**config.mk**
```make
export PLATFORM = sky130hd
export DESIGN_NAME = spi_rx
export DESIGN_NICKNAME = d
export VERILOG_FILES = /design/src/rtl/spi_rx.sv
export SDC_FILE = /design/constraint.sdc
export NUM_CORES = 1
export LEC_CHECK = 0
export CORE_ASPECT_RATIO = 0.9
export CORE_MARGIN = 4
export CORE_UTILIZATION = 23
export DETAILED_ROUTE_END_ITERATION = 7
export PLACE_DENSITY = 0.38
export SLEW_MARGIN = 10
export SYNTH_ARGS = -nofsm -noshare
export SYNTH_HDL_FRONTEND = slang
export SYNTH_SLANG_ARGS = --single-unit
```
**constraint.sdc**
```tcl
create_clock -name clk -period 1.6 [get_ports clk]
set_clock_uncertainty 0.05 [all_clocks]
set_input_delay 0.32 -clock clk [delete_from_list [all_inputs] [get_ports clk]]
set_output_delay 0.32 -clock clk [all_outputs]
set_load 0.01 [all_outputs]
```
**src/rtl/spi_rx.sv**
```systemverilog
// rtl/spi_rx.sv - 3-wire serial byte receiver with synchronized inputs and ready/ack output
// Optional frame_err output enabled by defining SPI_RX_FRAME_ERR_EN.

module spi_rx #(
    parameter int SYNC_STAGES = 2
) (
    input  logic       clk,
    input  logic       rst,
    input  logic       dev_stb,
    input  logic       dev_clk,
    input  logic       dev_dio,
    output logic [7:0] rx_data,
    output logic       rx_rdy,
    input  logic       rx_ack,
    output logic       rx_ovr,
    output logic       busy
`ifdef SPI_RX_FRAME_ERR_EN
    ,
    output logic       frame_err
`endif
);

    typedef enum logic {IDLE, SHIFT} state_t;

    state_t state, state_nxt;

    logic [SYNC_STAGES-1:0] stb_sr, clk_sr, dio_sr;
    logic                   stb_s, clk_s, dio_s;
    logic                   clk_prev;
    logic                   clk_rise;
    logic [7:0]             shift;
    logic [2:0]             cnt;
    logic                   done;

    // Identical chains keep the relative ordering of the three lines intact.
    always_ff @(posedge clk or posedge rst) begin
        if (rst) begin
            stb_sr   <= '1;
            clk_sr   <= '1;
            dio_sr   <= '1;
            clk_prev <= 1'b1;
        end else begin
            stb_sr   <= {stb_sr[SYNC_STAGES-2:0], dev_stb};
            clk_sr   <= {clk_sr[SYNC_STAGES-2:0], dev_clk};
            dio_sr   <= {dio_sr[SYNC_STAGES-2:0], dev_dio};
            clk_prev <= clk_s;
        end
    end

    assign stb_s    = stb_sr[SYNC_STAGES-1];
    assign clk_s    = clk_sr[SYNC_STAGES-1];
    assign dio_s    = dio_sr[SYNC_STAGES-1];
    assign clk_rise = clk_s & ~clk_prev;

    always_ff @(posedge clk or posedge rst) begin
        if (rst) begin
            state <= IDLE;
        end else begin
            state <= state_nxt;
        end
    end

    always_comb begin
        state_nxt = state;
        case (state)
            IDLE:    if (!stb_s) state_nxt = SHIFT;
            SHIFT:   if (stb_s)  state_nxt = IDLE;
            default: state_nxt = IDLE;
        endcase
    end

    always_comb begin
        busy = (state == SHIFT);
    end

    // Strobe release wins over a coincident clock edge: the frame is over.
    always_ff @(posedge clk or posedge rst) begin
        if (rst) begin
            shift <= 8'h00;
            cnt   <= 3'd0;
            done  <= 1'b0;
        end else begin
            done <= 1'b0;
            if (state == SHIFT && !stb_s) begin
                if (clk_rise) begin
                    shift <= {dio_s, shift[7:1]};
                    cnt   <= cnt + 3'd1;
                    done  <= (cnt == 3'd7);
                end
            end else begin
                cnt <= 3'd0;
            end
        end
    end

    // shift stays stable for several cycles after completion, so it is read directly.
    always_ff @(posedge clk or posedge rst) begin
        if (rst) begin
            rx_data <= 8'h00;
            rx_rdy  <= 1'b0;
            rx_ovr  <= 1'b0;
        end else if (done) begin
            if (!rx_rdy) begin
                rx_data <= shift;
                rx_rdy  <= 1'b1;
            end else if (rx_ack) begin
                rx_data <= shift;
                rx_ovr  <= 1'b0;
            end else begin
                rx_ovr  <= 1'b1;
            end
        end else if (rx_ack && rx_rdy) begin
            rx_rdy <= 1'b0;
            rx_ovr <= 1'b0;
        end
    end

`ifdef SPI_RX_FRAME_ERR_EN
    always_ff @(posedge clk or posedge rst) begin
        if (rst) begin
            frame_err <= 1'b0;
        end else begin
            frame_err <= (state == SHIFT) && stb_s && (cnt != 3'd0);
        end
    end
`endif

endmodule

```
# Word-level counts from Yosys, hierarchy flattened
# Cells that the tools add are included.
dict set report totals {
  mem_count 0
  rom_bits 0
  in_bits 6
  out_inout_bits 11
  ramBits 0
  latch_bits 0
  reg_bits 30
  word_cells 37
}
dict set report op_classes {
  addsub 1
  eq_ne 4
  n_lt_le_gt_ge 0
  n_bitwise 2
  div_mod_pow 0
  mul 0
  n_reduce_logical 7
  n_shift 0
  mux 12
}
# operator n
set op_table {}
lappend op_table {{$mux 8} 2}
lappend op_table {{$mux 1} 8}
lappend op_table {{$mux 3} 2}
lappend op_table {{$reduce_and 2->1} 3}
lappend op_table {{$ne 2x2->1 const B} 2}
lappend op_table {{$add 3x1->3 const B} 1}
lappend op_table {{$eq 3x3->1 const B} 1}
lappend op_table {{$logic_and 1x1->1} 2}
lappend op_table {{$ne 2x1->1 const B} 1}
lappend op_table {{$reduce_bool 2->1} 1}
lappend op_table {{$and 1x1->1} 1}
lappend op_table {{$logic_not 1->1} 1}
lappend op_table {{$not 1->1} 1}

# Longest topological paths before layout
dict set report depth {
  word_depth 4
  mapped_depth 4
  depth_no_buf 4
}

# Worst setup path before layout
# OpenSTA, ideal clock, no wires.
dict set report synth_path {
  path_kind {register to register}
  startpoint {reg clk_sr[1]}
  endpoint {reg shift[0]}
  t_arrival_ps 1087
  path_stages_with_launch 4
  setup_slack_ps 338
  path_cell_list {dfstp_2 nand2b_4 nor2_8 mux2_2}
}
dict set report synth_via {
  elab_chain_cells 2
}
# element line_no
set synth_lines {}
lappend synth_lines {{start, declared} 27} ;# logic [SYNC_STAGES-1:0] stb_sr, clk_sr, dio_sr;
lappend synth_lines {{start signal, assigned} 44} ;# clk_sr <= {clk_sr[SYNC_STAGES-2:0], dev_clk};
lappend synth_lines {{$and 1x1->1} 53} ;# assign clk_rise = clk_s & ~clk_prev;
lappend synth_lines {{$reduce_and 2->1 (no source line)} n/a}
lappend synth_lines {{end signal, assigned} 86} ;# shift <= {dio_s, shift[7:1]};
lappend synth_lines {{end, declared} 31} ;# logic [7:0] shift;
# Every way passes these cells.
# A chain may end at the register's enable or synchronous reset.

# Worst setup path in the final report
dict set report layout_path {
  startpoint {reg rx_data[7]}
  endpoint {out rx_data[7]}
}
# element line_no
set layout_rtl {}
lappend layout_rtl {{start, declared} 12} ;# output logic [7:0] rx_data,
lappend layout_rtl {{start signal, assigned} 104} ;# rx_data <= shift;
lappend layout_rtl {{start signal, assigned} 107} ;# rx_data <= shift;
# No word-level cell between the ends.

==> flow_metrics.py <==
metrics = {
    "critical_path": {
        "cp_data_required_time_ns": 1.23,
        "r2r_cells": 3,
        "r2r_slack_ns": 0.27,
        "crit_chain": "clkdlybuf4s50_1",
        "timing.critical_path.buf_inv": 1,
        "endpoint_kind": "primary output",
        "cp_top_family": "buffers and inverters",
        "crit_type": "register to primary output",
        "critPathMaxStageDelay_ns": 0.54,
        "slowest_stage": "clkdlybuf4s50_1",
        "cp-start-kind": "register",
        "r2r_start": "clk_sr[1]$_DFF_PP1_",
        "crit_fanout": 2,
        "reg2reg_to": "shift[1]$_DFFE_PP0P_",
        "cp_data_arrival_time_ns": 1.16,
    },
    "cts": {
        "clkSlewWorstSetupHoldPaths_ns": 0.06,
        "cts_setup_buffers": 0,
        "cts_sinks": 30,
        "cts_tree": "yes",
        "cts_buffers": 5,
        "clockRootBuffer": "clkbuf_8",
        "cts_max_level": 2,
        "clock_latency_ns": 0.28,
        "cts.path.max_buffers": 2,
    },
    "power_and_ir_drop": {
        "intPower_uw": 1240,
        "combPwrFrac_pct": 6.4,
        "peakVddDrop_mv": 0.545,
        "pwr-share-seq_pct": 54.8,
        "p_clk_share_pct": 38.8,
        "p_leak_uw": 0.000725,
        "switching_share_pct": 21.8,
        "power.density_mw_per_mm2": 1080,
        "power.net_switching_uw": 344,
    },
    "routing": {
        "drc": 0,
        "ant_nets": 0,
        "wl_per_cell_um": 11.1,
        "totalWireLength_mm": 1.71,
        "firstDrtPassIters": 2,
        "viasPerCell": 3.73,
        "drt_iter0_markers": 10,
        "num_vias": 578,
    },
    "global_routing": {
        "grt_max_degree": 31,
        "grt_overflow_total": 0,
        "antenna_found_initial": 0,
        "grt_pass1_wl_mm": 3.11,
        "grt_pass1_vias": 663,
        "grt_usage_pct": 7.20,
    },
    "sta": {
        "rsz0062_at_grt": "no",
        "min_period_ns": 1.53,
        "holdWs_ns": 0.307,
        "finalCritPeriodShare_pct": 95.8,
        "slew_headroom_pct": 86.0,
        "fmax_mhz": 652,
        "setup_ws_ns": 0.0667,
        "hold_viol": 0,
        "slew_violations": 0,
        "tightestPinTransition_ns": 0.210,
        "setup_viol": 0,
    },
    "hold_path": {
        "hp-class": "register to register",
        "holdPathStages": 0,
        "min_from": "stb_sr[0]$_DFF_PP1_",
        "holdPathEnd": "stb_sr[1]$_DFF_PP1_",
    },
    "layout": {
        "final_area_sq_mm": 0.00146,
        "diodes": 0,
        "layout.nets": 100,
        "final_cell_mix": "23 x dfrtp_1, 16 x mux2_2, 13 x clkdlybuf4s50_1",
        "layout.cells.non_filler": 155,
        "utilization_pct": 32.1,
        "drive_above_1_share_pct": 37.6,
        "syn2layout_area_growth_pct": 32.4,
        "layout_commonest_cell": "dfrtp_1",
    },
    "floorplan": {
        "core_sq_mm": 0.00455,
        "die_x_um": 80.9,
        "num_rows": 23,
        "die_area_sq_mm": 0.00596,
        "io_pins": 17,
        "dieHeight_um": 73.6,
        "start_util_pct": 24.2,
    },
    "yosys": {
        "syn_avg_cell_area_sq_um": 16.2,
        "ys_seq_area_share_pct": 69.0,
        "ys_ff_latch": 30,
        "syn-num-nets": 76,
        "syn_inst": 68,
        "yosysWarnings": 0,
        "synth.distinct_cells": 16,
        "syn_area_sq_mm": 0.00110,
    },
    "placed_design": {
        "postPlaceCellArea_sq_mm": 0.00136,
        "dp_cells": 147,
        "place_ws_ns": -0.0529,
        "dp_hpwl_mm": 1.14,
        "gp_congestion": 0.620,
        "port_buffers": 16,
    },
    "flow_run": {
        "drv_cap": 0,
    },
    "outcome": {
        "status": "complete, no violations",
    },
}
==> final cells by class <==
class                   instances  area [sq um]
clock buffers                   7          86.3
flip-flops and latches         30           759
repair buffers                 17           188
well taps                      62          77.6
clock inverters                 1          5.00
multi-input cells              36           334
fillers                       489          3090
inverters                       2          7.51
==> synthesized netlist by cell type <==
library cell | instances | area, sq um
nor2_1 | 1 | 3.75
mux2_2 | 16 | 180
nand2_2 | 1 | 6.26
dfrtp_1 | 23 | 576
dfstp_2 | 7 | 184
nor2_8 | 1 | 20.0
xnor2_1 | 1 | 8.76
inv_1 | 2 | 7.51
or2b_1 | 1 | 7.51
nand2b_1 | 1 | 6.26
nand2b_4 | 2 | 27.5
and2_1 | 1 | 6.26
and2b_1 | 1 | 7.51
a21oi_1 | 4 | 20.0
nand2_1 | 4 | 15.0
ha_1 | 2 | 25.0
==> cells by family after synthesis <==
logic type	Yosys count	synth area share, %
buf+inv	2	0.682
flops	30	69.0
compound gates	4	1.82
simple gates	13	9.09
fa+ha+maj	2	2.27
xor+xnor	1	0.796
mux	16	16.4
==> sequential cells by signal, summed over array words and instances, names as in the netlist <==
register and flops:
dio_sr 2, rx_data 8, clk_sr 2, rx_ovr 1, stb_sr 2, clk_prev 1
cnt 3, done 1, shift 8, busy 1, rx_rdy 1
==> worst max path at each step <==
| stage | end | depth (start not counted) | slack [ns] | from |
|---|---|---|---|---|
| 6_report | rx_data[7] | 1 | 0.07 | rx_data[7]$_DFFE_PP0P_ |
| 5_1_grt | rx_data[7] | 1 | 0.02 | rx_data[7]$_DFFE_PP0P_ |
| 4_1_cts | busy | 1 | 0.002 | busy$_DFF_PP0_ |
| 3_5_place_dp | rx_data[6]$_DFFE_PP0P_ | 4 | -0.05 | rx_ack |
| 3_3_place_gp | rx_data[5]$_DFFE_PP0P_ | 4 | -0.03 | rx_ack |
| 2_1_floorplan | shift[0]$_DFFE_PP0P_ | 3 | 0.34 | clk_sr[1]$_DFF_PP1_ |
==> per-layer routing <==
layer | part of all wire [%] | global-route usage, %
met5 | 0 | 0
met1 | 45 | 7.96
met2 | 46 | 10.8
met4 | 2.1 | 5.07
met3 | 6.5 | 3.43
==> stage by stage <==
step / TNS (ns) / total power (uW)
after detailed placement: -0.387 / 987
after global routing: 0 / 1660
after floorplan: 0 / 939
final: 0 / 1580
after CTS: 0 / 1610
after global placement: -0.226 / 986
==> power by group through the flow <==
stage	Sequential (uW)	Combinational, uW	Clock, uW
3_5_place_dp	881	106	0
4_1_cts	868	106	641
5_1_grt	876	114	672
2_1_floorplan	866	73.1	0
3_3_place_gp	883	104	0
6_report	866	102	612
==> timing repair <==
action,CTS,global route
endpoints found under the setup margin,0,3
hold buffers,0,0
gates resized for setup,0,3
No activity file was read; power rests on OpenSTA's default activity.
